## src/rtl/neuron_mac_seq.sv

```systemverilog
// Time-multiplexed dense-layer neuron: one shared multiplier accumulates N_IN products onto a
// bias, then the sum is rescaled by an arithmetic right shift, clamped at zero and saturated.
module neuron_mac_seq #(
  parameter int unsigned N_IN    = 10,
  parameter int unsigned DW      = 8,
  parameter int unsigned WW      = 8,
  parameter int unsigned ACC_W   = 24,
  parameter int unsigned SHIFT   = 6,
  parameter int unsigned RELU_EN = 1
) (
  input  logic                    clk,
  input  logic                    reset,
  input  logic                    in_valid,
  output logic                    in_ready,
  input  logic [N_IN*DW-1:0]      a_flat,
  input  logic [N_IN*WW-1:0]      w_flat,
  input  logic [ACC_W-1:0]        bias,
  output logic                    out_valid,
  input  logic                    out_ready,
  output logic [DW-1:0]           out_data,
  output logic                    out_sat,
  output logic                    out_neg
);

  localparam int unsigned IdxW  = (N_IN > 1) ? $clog2(N_IN) : 1;
  localparam int unsigned ProdW = DW + WW + 1;

  typedef enum logic [1:0] {StIdle, StMac, StFin, StOut} state_e;

  state_e                   state_q, state_d;
  logic [N_IN*DW-1:0]       a_q, a_d;
  logic [N_IN*WW-1:0]       w_q, w_d;
  logic signed [ACC_W-1:0]  acc_q, acc_d;
  logic [IdxW-1:0]          idx_q, idx_d;
  logic                     out_valid_q, out_valid_d;
  logic [DW-1:0]            out_data_q, out_data_d;
  logic                     out_sat_q, out_sat_d;
  logic                     out_neg_q, out_neg_d;

  logic [DW-1:0]            a_sel;
  logic [WW-1:0]            w_sel;
  logic signed [ProdW-1:0]  a_ext, w_ext, prod;
  logic signed [ACC_W-1:0]  prod_ext, q_shift;
  logic                     acc_neg, q_over;

  always_comb begin
    a_sel    = a_q[idx_q*DW +: DW];
    w_sel    = w_q[idx_q*WW +: WW];
    // Both operands widened to the exact product width so the multiply is full precision.
    a_ext    = $signed({{WW{1'b0}}, 1'b0, a_sel});
    w_ext    = $signed({{(DW + 1){w_sel[WW-1]}}, w_sel});
    prod     = a_ext * w_ext;
    prod_ext = $signed({{(ACC_W - ProdW){prod[ProdW-1]}}, prod});
    q_shift  = acc_q >>> SHIFT;
    acc_neg  = acc_q[ACC_W-1];
    q_over   = |q_shift[ACC_W-1:DW];
  end

  always_comb begin
    state_d     = state_q;
    a_d         = a_q;
    w_d         = w_q;
    acc_d       = acc_q;
    idx_d       = idx_q;
    out_valid_d = out_valid_q;
    out_data_d  = out_data_q;
    out_sat_d   = out_sat_q;
    out_neg_d   = out_neg_q;

    unique case (state_q)
      StIdle: begin
        if (in_valid) begin
          a_d     = a_flat;
          w_d     = w_flat;
          acc_d   = $signed(bias);
          idx_d   = '0;
          state_d = StMac;
        end
      end
      StMac: begin
        acc_d = acc_q + prod_ext;
        if (idx_q == IdxW'(N_IN - 1)) begin
          idx_d   = '0;
          state_d = StFin;
        end else begin
          idx_d = idx_q + 1'b1;
        end
      end
      StFin: begin
        out_valid_d = 1'b1;
        state_d     = StOut;
        if (acc_neg) begin
          // Negatives clamp to zero and are flagged in either RELU mode.
          out_data_d = '0;
          out_neg_d  = (RELU_EN != 0) ? 1'b1 : 1'b1;
          out_sat_d  = 1'b0;
        end else if (q_over) begin
          out_data_d = '1;
          out_neg_d  = 1'b0;
          out_sat_d  = 1'b1;
        end else begin
          out_data_d = q_shift[DW-1:0];
          out_neg_d  = 1'b0;
          out_sat_d  = 1'b0;
        end
      end
      StOut: begin
        if (out_ready) begin
          out_valid_d = 1'b0;
          state_d     = StIdle;
        end
      end
      default: state_d = StIdle;
    endcase
  end

  always_ff @(posedge clk) begin
    if (reset) begin
      state_q     <= StIdle;
      a_q         <= '0;
      w_q         <= '0;
      acc_q       <= '0;
      idx_q       <= '0;
      out_valid_q <= 1'b0;
      out_data_q  <= '0;
      out_sat_q   <= 1'b0;
      out_neg_q   <= 1'b0;
    end else begin
      state_q     <= state_d;
      a_q         <= a_d;
      w_q         <= w_d;
      acc_q       <= acc_d;
      idx_q       <= idx_d;
      out_valid_q <= out_valid_d;
      out_data_q  <= out_data_d;
      out_sat_q   <= out_sat_d;
      out_neg_q   <= out_neg_d;
    end
  end

  assign in_ready  = (state_q == StIdle);
  assign out_valid = out_valid_q;
  assign out_data  = out_data_q;
  assign out_sat   = out_sat_q;
  assign out_neg   = out_neg_q;

endmodule

```

## config.mk

```make
export PLATFORM = sky130hd
export DESIGN_NAME = neuron_mac_seq
export DESIGN_NICKNAME = d
export VERILOG_FILES = /design/src/rtl/neuron_mac_seq.sv
export SDC_FILE = /design/constraint.sdc
export NUM_CORES = 1
export LEC_CHECK = 0
export ABC_CLOCK_PERIOD_IN_PS = 10000
export CAP_MARGIN = 0
export CORE_MARGIN = 2
export CORE_UTILIZATION = 50
export DETAILED_ROUTE_END_ITERATION = 8
export PLACE_DENSITY_LB_ADDON = 0.2
export SYNTH_ARGS = -nofsm -noshare
export SYNTH_HDL_FRONTEND = slang
export SYNTH_SLANG_ARGS = --single-unit
```

## constraint.sdc

```tcl
create_clock -name clk -period 10 [get_ports clk]
set_input_delay 2 -clock clk [delete_from_list [all_inputs] [get_ports clk]]
set_output_delay 2 -clock clk [all_outputs]
set_load 0.05 [all_outputs]
```

; ---- After elaboration in Yosys (flattened, before gate mapping)
; Index checks and enable logic that the tools add are counted.
[word_totals]
regBits = 201
inputBits = 188
output_inout_bits = 12
elab_cells = 45
[op_classes]
n_mux = 16
add_sub_neg = 2
n_eq_ne = 7
n_mul = 1
shifts = 2
reduce_logical = 8
[ops]
columns = op, n
row1 = variable part select 80 x 8 -> 8 bit, 2
row2 = one-hot mux 24 bit (2 select lines), 1
row3 = adder 24 x 17 -> 24 bit, 1
row4 = two-way mux 24 bit, 1
row5 = multiplier 9 x 8 -> 17 bit, 1
row6 = two-way mux 8 bit, 2
row7 = OR reduction 10 bit, 1
row8 = two-way mux 4 bit, 2
row9 = one-hot mux 2 bit (4 select lines), 1
row10 = one-hot mux 4 bit (2 select lines), 1
row11 = two-way mux 2 bit, 3
row12 = "!= test 2 bit, second input constant", 3
row13 = AND reduction 2 bit, 3
row14 = "adder 4 x 1 -> 4 bit, second input constant", 1
row15 = "== test 2 bit, second input constant", 2
row16 = "== test 4 bit, second input constant", 1
row17 = two-way mux 1 bit, 4
row18 = nonzero test 2 bit, 2
row19 = AND reduction 3 bit, 1
row20 = "== test 2 x 1 -> 1 bit, second input constant", 1
row21 = zero test 2 bit, 1
row22 = one-hot mux 1 bit (2 select lines), 1

; ---- Longest topological paths before layout
; Gate-level depths: netlist of run 1.
[logic_depth]
word_depth = 4
ltp_mapped = 24

; ---- Least setup slack after synthesis of run 1
; No wires, ideal clock.
[synth_timing]
path_kind = reg2reg
from = register idx_q[0]
to = register acc_q[22]
path_buffers = 2
stages_incl_launch_ff = 22
setup_ps = 91
t_arrival_ps = 5879
slack_ps = 4030
path_cell_list = dfxtp_1 > buf_2 > buf_2 > mux4_2 > mux2i_1 > o22a_1 > nor2_1 > fa_1 > inv_1 > fa_1 > inv_1 > fa_1 > fa_1 > fa_1 > ha_1 > o21ai_1 > o21ai_1 > nand3_1 > o31ai_1 > o31ai_1 > xor2_1 > a311oi_1
[synth_between]
elab_chain_cells = 4
[synth_rtl]
columns = item, line_no
row1 = from (decl), 34  ; logic [IdxW-1:0] idx_q, idx_d;
row2 = from (signal assigned), 133  ; idx_q <= idx_d;
row3 = variable part select 80 x 8 -> 8 bit (on tied branches), "47, 48"
row4 = multiplier 9 x 8 -> 17 bit (*), 52  ; prod = a_ext * w_ext;
row5 = adder 24 x 17 -> 24 bit (*), 81  ; acc_d = acc_q + prod_ext;
row6 = one-hot mux 24 bit (2 select lines) (*), 70  ; unique case (state_q)
row7 = to (signal assigned), 122  ; acc_q <= '0;
row8 = to (signal assigned), 132  ; acc_q <= acc_d;
row9 = to (decl), 33  ; logic signed [ACC_W-1:0] acc_q, acc_d;
; Mark *: on every way between the ends. The rest lies on a longest branch, timed or not.
; A chain may end at the register's enable or synchronous reset.

; ---- Worst setup path in the final report of run 1
[layout_timing]
from = register idx_q[3]
to = register acc_q[22]
; Same word-level chain as after synthesis.

==> flow_summary.json, run 1 <==
{
  "start_util": 0.506,
  "peakVddDrop_v": 0.000133,
  "finClkSkew_ns": 0.00841,
  "ys_seq_area_frac": 0.342,
  "status": "finished, final reports clean",
  "layout_commonest_cell": "nand2_1",
  "hold_violations": 0,
  "min-delay-start": "a_q[62]",
  "met2_usage": 0.425,
  "cts_setup_buffers": 0,
  "cp_slowest_cell": "dfxtp_1",
  "drcViolationCount": 0,
  "critPathLaunch": "idx_q[3]",
  "fin_crit_sh": 0.697,
  "critical_path_buf_inv_count": 3,
  "timing.rr.start": "idx_q[3]",
  "setup_tns_ns": 0,
  "synthesis.nets": 1696,
  "finalSetupViolCount": 0,
  "n_antenna_cell": 0,
  "grt_usage": 0.254,
  "period_needed_ns": 6.97,
  "antenna_found_initial": 0,
  "fmax_mhz": 144,
  "hold_path_class": "flop to flop",
  "core_um2": 23300,
  "synth_seq_cells": 201,
  "overflow": 0,
  "p_leak_nw": 6.04,
  "die_h_um": 157,
  "synth.distinct_cells": 54,
  "ctsResizeCount": 0,
  "ant_nets": 0,
  "worstReg2RegEnd": "acc_q[22]",
  "tightest_slew_ns": 1.10,
  "finalNonFillerCells": 1850,
  "cts_sinks": 201,
  "ys_async_sr_fraction": 0,
  "endpoint": "acc_q[22]",
  "critPathKind": "flop to flop",
  "clk_latency_ns": 0.51,
  "busiest_layer": "met2",
  "cts.path.max_buffers": 3,
  "cp_top_family": "adder cells",
  "fillers": 2108,
  "r2r_cells": 19,
  "hold_buffers": 0,
  "cp_common_cell": "fa_1",
  "rows": 56,
  "cts.clk_slew.worst_paths_ns": 0.06,
  "grt_pass1_vias": 9829,
  "syn_to_final_growth_pct": 23.7,
  "nNetsFinal": 1837,
  "critPathMaxFanout": 22,
  "grt_pass1_wl_um": 50200,
  "crit_chain": "nand3_1 > o22ai_1 > nand2_1 > fa_1 > inv_1 > fa_1 > inv_1 > fa_1 > inv_1 > fa_1 > fa_1 > ha_1 > o21ai_1 > o21ai_1 > nand3_1 > o31ai_1 > o31ai_1 > xor2_1 > a311oi_1",
  "dieArea_um2": 24800,
  "synth.avg_cell_area_um2": 8.55,
  "via_count": 9972,
  "endpoint_kind": "flop",
  "cts_max_level": 1,
  "drive_gt1_frac": 0.0594,
  "multiInputGateArea_um2": 7110,
  "die_w_um": 157,
  "cts_root_buf": "clkbuf_16",
  "cp_slowest_stage_delay_ns": 0.81,
  "cp_num_cells": 19,
  "drt-pass1-iter-count": 5,
  "cp_data_arrival_time_ns": 7.38,
  "syn-instance-count": 1375,
  "place_congestion": 0.929,
  "routed_wl_um": 31100,
  "netlist_area_um2": 11800,
  "rrSetupSlack_ns": 3.03,
  "synth_edf_count": 0,
  "layout_common_cells": "350 x nand2_1, 199 x dfxtp_1, 198 x clkdlybuf4s50_1",
  "drt_iter0_drc": 583,
  "port-buffer-count": 199,
  "slew_violations": 0,
  "yosys_warnings": 0,
  "required_ns": 10.41,
  "relSlewSlack": 0.256,
  "dp.cells": 1812,
  "dp_hpwl_um": 22900,
  "ys.flop_type": "dfxtp_1",
  "use_met1": 0.346,
  "rsz0062_at_grt": "false",
  "power_density_nw_per_um2": 249,
  "wl_per_cell_um": 16.8,
  "cap_violations": 0,
  "grt_max_degree": 108,
  "ios": 200,
  "grtUsageMet3": 0.0407,
  "drt-vias-per-instance": 5.39,
  "crit_path_start_kind": "flop",
  "ff_latch_area_um2": 4030,
  "cts_buffers": 21,
  "cts_tree": "yes"
}
-- registers in the layout, summed over array words and instances, names as in the netlist --
register   flops
out_sat        1
out_valid      1
a_q           80
out_data       8
idx_q          4
acc_q         24
state_q        2
w_q           80
out_neg        1
-- worst min-delay path by stage --
stage / to / slack (ns) / depth (start not counted)
floorplan: acc_q[6] / 0.43 / 2
global placement: w_q[20] / 0.44 / 2
detailed placement: w_q[20] / 0.44 / 2
CTS: w_q[20] / 0.45 / 2
global route: w_q[11] / 0.47 / 2
finish: a_q[62] / 0.45 / 2
-- routing by layer --
layer,vias up,share of wire
li1,4919,-
met1,4728,0.44
met2,275,0.48
met3,50,0.058
met4,0,0.023
met5,-,0
-- final cells by class --
type                    instances  share of cell area
multi-input cells            1013               0.489
flip-flops and latches        201               0.277
repair buffers                203               0.139
clock buffers                  26              0.0395
well taps                     319              0.0274
inverters                      76              0.0196
clock inverters                12             0.00852
-- worst reg2reg max path, cell delays in order (launching register included) --
cell      delay [ns]
dfxtp_1         0.81
nand3_1         0.65
o22ai_1         0.71
nand2_1         0.18
fa_1            0.55
inv_1           0.06
fa_1            0.50
inv_1           0.05
fa_1            0.47
inv_1           0.06
fa_1            0.44
fa_1            0.47
ha_1            0.35
o21ai_1         0.09
o21ai_1         0.25
nand3_1         0.12
o31ai_1         0.51
o31ai_1         0.17
xor2_1          0.16
a311oi_1        0.27
-- where the power goes --
part | leakage (nW) | internal [mW] | switching, mW
Combinational | 4.04 | 0.668 | 1.00
Sequential | 1.65 | 0.994 | 0.163
Clock | 0.347 | 0.462 | 0.332
Total | 6.04 | 2.12 | 1.50
-- stage by stage --
step                      power [mW]  worst slack, ns  hold slack [ns]   util  cell area, µm²
after global placement          2.80             3.19            0.439  0.595           13800
final                           3.62             3.03            0.453  0.625           14500
after CTS                       3.64             2.95            0.453  0.625           14500
after global routing            3.92             2.46            0.469  0.625           14500
after detailed placement        2.84             2.93            0.445  0.595           13800
after floorplan                 2.38             4.03            0.432      -           11800
-- cells in the mapped netlist (8+ instances only) --
cell type | count | area share
a211oi_1 | 22 | 0.014
a21oi_1 | 191 | 0.081
buf_1 | 9 | 0.0029
clkbuf_1 | 64 | 0.020
dfxtp_1 | 201 | 0.34
fa_1 | 51 | 0.087
ha_1 | 82 | 0.087
inv_1 | 73 | 0.023
mux2i_1 | 46 | 0.039
mux4_2 | 32 | 0.061
nand2_1 | 351 | 0.11
nand2b_1 | 16 | 0.0085
nor2_1 | 70 | 0.022
nor2b_1 | 17 | 0.0090
o21ai_0 | 21 | 0.0089
o21ai_1 | 8 | 0.0034
o22a_1 | 11 | 0.0082
xnor2_1 | 10 | 0.0074
-- kinds of logic after synthesis --
group                      Yosys count  synth area share
AOI/OAI and AO/OA                  297             0.146
xor gates and xnor gates            17            0.0127
adders and majority gates          133             0.174
buffers and inverters              161            0.0559
DFF                                201             0.342
muxes                               78             0.100
and+or+nand+nor                    488             0.169
(Power assumes the default switching activity.)
==> run 2: changes to the inputs <==
ABC_CLOCK_PERIOD_IN_PS = 6800   (was 10000)
clock period = 6.8 ns   (was 10 ns; I/O delays follow)
==> run 2 against run 1 <==
  * Critical path depth up 1
  * Design area rose by 1.5%
  * Clock skew increased by 0.012 ns
  * Final cell count rose by 0.86%
  * Setup slack got worse by 2.7 ns
  * Non-clock buffer count increased by 14
  * Critical endpoint is now acc_q[23]
  * Largest cell class unchanged
  * Largest power group unchanged
==> flow_summary.json, run 2 (synthesis gave the netlist of run 1 again) <==
{
  "grt_usage": 0.258,
  "cp_slowest_stage_delay_ns": 0.53,
  "drcViolationCount": 0,
  "via_count": 10050,
  "cp_data_arrival_time_ns": 6.88,
  "place_congestion": 0.956,
  "period_needed_ns": 6.45,
  "core_um2": 23300,
  "syn_to_final_growth_pct": 25.5,
  "hold_violations": 0,
  "drt_iter0_drc": 644,
  "hold_path_class": "flop to flop",
  "nNetsFinal": 1852,
  "cts_root_buf": "clkbuf_16",
  "drt-pass1-iter-count": 5,
  "dp_hpwl_um": 23800,
  "power_mw": 5.48,
  "peakVddDrop_v": 0.000181,
  "p_leak_nw": 6.15,
  "cp_common_cell": "fa_1",
  "endpoint_kind": "flop",
  "hold_buffers": 0,
  "top_regs": "a_q x80, w_q x80, acc_q x24",
  "start_util": 0.506,
  "cts_max_level": 1,
  "cts_setup_buffers": 0,
  "fillers": 2064,
  "fmax_mhz": 155,
  "cp_slowest_cell": "mux4_2",
  "dieArea_um2": 24800,
  "wl_per_cell_um": 17.0,
  "slew_violations": 0,
  "cap_violations": 0,
  "cts_sinks": 201,
  "crit_chain": "buf_12 > mux4_2 > mux2i_1 > o22a_1 > nor2_1 > fa_1 > inv_1 > fa_1 > inv_1 > fa_1 > fa_1 > fa_1 > ha_1 > o21ai_1 > o21ai_2 > nand4_1 > a211oi_1 > o41ai_2 > xnor2_1 > a311oi_1",
  "layout_commonest_cell": "nand2_1",
  "grt_pass1_vias": 10047,
  "antenna_found_initial": 0,
  "required_ns": 7.23,
  "grt_max_degree": 116,
  "grt_pass1_wl_um": 51100,
  "ctsResizeCount": 0,
  "die_w_um": 157,
  "critPathMaxFanout": 25,
  "layout_common_cells": "350 x nand2_1, 199 x dfxtp_1, 198 x clkdlybuf4s50_1",
  "tightest_slew_ns": 1.11,
  "clk_latency_ns": 0.53,
  "finalSetupViolCount": 0,
  "fin_crit_sh": 0.948,
  "cts_tree": "yes",
  "rsz0062_at_grt": "false",
  "drt-vias-per-instance": 5.39,
  "drive_gt1_frac": 0.0692,
  "cts_buffers": 22,
  "place_ws_ns": 0.300,
  "status": "finished, final reports clean",
  "finClkSkew_ns": 0.0209,
  "power_density_nw_per_um2": 371,
  "overflow": 0,
  "cts.clk_slew.worst_paths_ns": 0.06,
  "cts.path.max_buffers": 3,
  "ant_nets": 0,
  "crit_path_start_kind": "flop",
  "die_h_um": 157,
  "routed_wl_um": 31700,
  "fin_ws_ns": 0.351,
  "port-buffer-count": 199,
  "relSlewSlack": 0.253,
  "rows": 56,
  "n_antenna_cell": 0,
  "setup_tns_ns": 0,
  "ios": 200,
  "critPathKind": "flop to flop"
}
==> run 2: changes by cell type in the layout (fill, tap and decap cells not counted), moves of 2 or more <==
cell / delta
buf_12: +2
buf_4: +12
clkbuf_8: +2
clkinv_4: -2
==> run 2: path summary, 6_finish.rpt <==
check / slack, ns / from / to / cells past startpoint
setup reg to reg: 0.35 / idx_q[0] / acc_q[23] / 20
setup / recovery: 0.35 / idx_q[0] / acc_q[23] / 20
hold reg to reg: 0.45 / a_q[55] / a_q[55] / 2
hold / removal: 0.45 / a_q[55] / a_q[55] / 2
==> run 2: area by class of cell <==
type | count | area [µm²] | share of cell area
well taps | 319 | 399 | 0.0270
clock inverters | 10 | 153 | 0.0103
multi-input cells | 1013 | 7110 | 0.482
repair buffers | 217 | 2150 | 0.146
flip-flops and latches | 201 | 4030 | 0.273
inverters | 76 | 285 | 0.0193
clock buffers | 30 | 631 | 0.0427
==> run 2: critical path, delay by kind of cell (launching register included) <==
family / cells / cell delay, ns
fa+ha+maj: 6 / 2.88
compound gates: 6 / 1.49
mux: 2 / 0.70
flops: 1 / 0.48
buf+inv: 3 / 0.36
simple gates: 2 / 0.30
xor+xnor: 1 / 0.13
==> run 2: power by group <==
group	leakage [nW]	switching, mW	internal, mW
Clock	0.384	0.507	0.768
Combinational	4.12	1.54	1.00
Sequential	1.65	0.202	1.46
Total	6.15	2.25	3.23
==> run 2: layer usage <==
layer	vias to the layer above	track usage	wire (µm)
met5	-	0	0
met4	0	0.0671	930
met3	55	0.0385	1940
met2	309	0.431	14800
met1	4741	0.350	14000
li1	4945	-	-
==> run 2: metrics by stage <==
stage               hold slack, ns  utilization  instances  instance area, µm²
CTS                          0.454        0.634       1866               14800
finish                       0.450        0.635       1866               14800
detailed placement           0.446        0.601       1826               14000
global placement             0.439        0.601       1826               14000
floorplan                    0.432            -       1375               11800
global route                 0.471        0.635       1866               14800
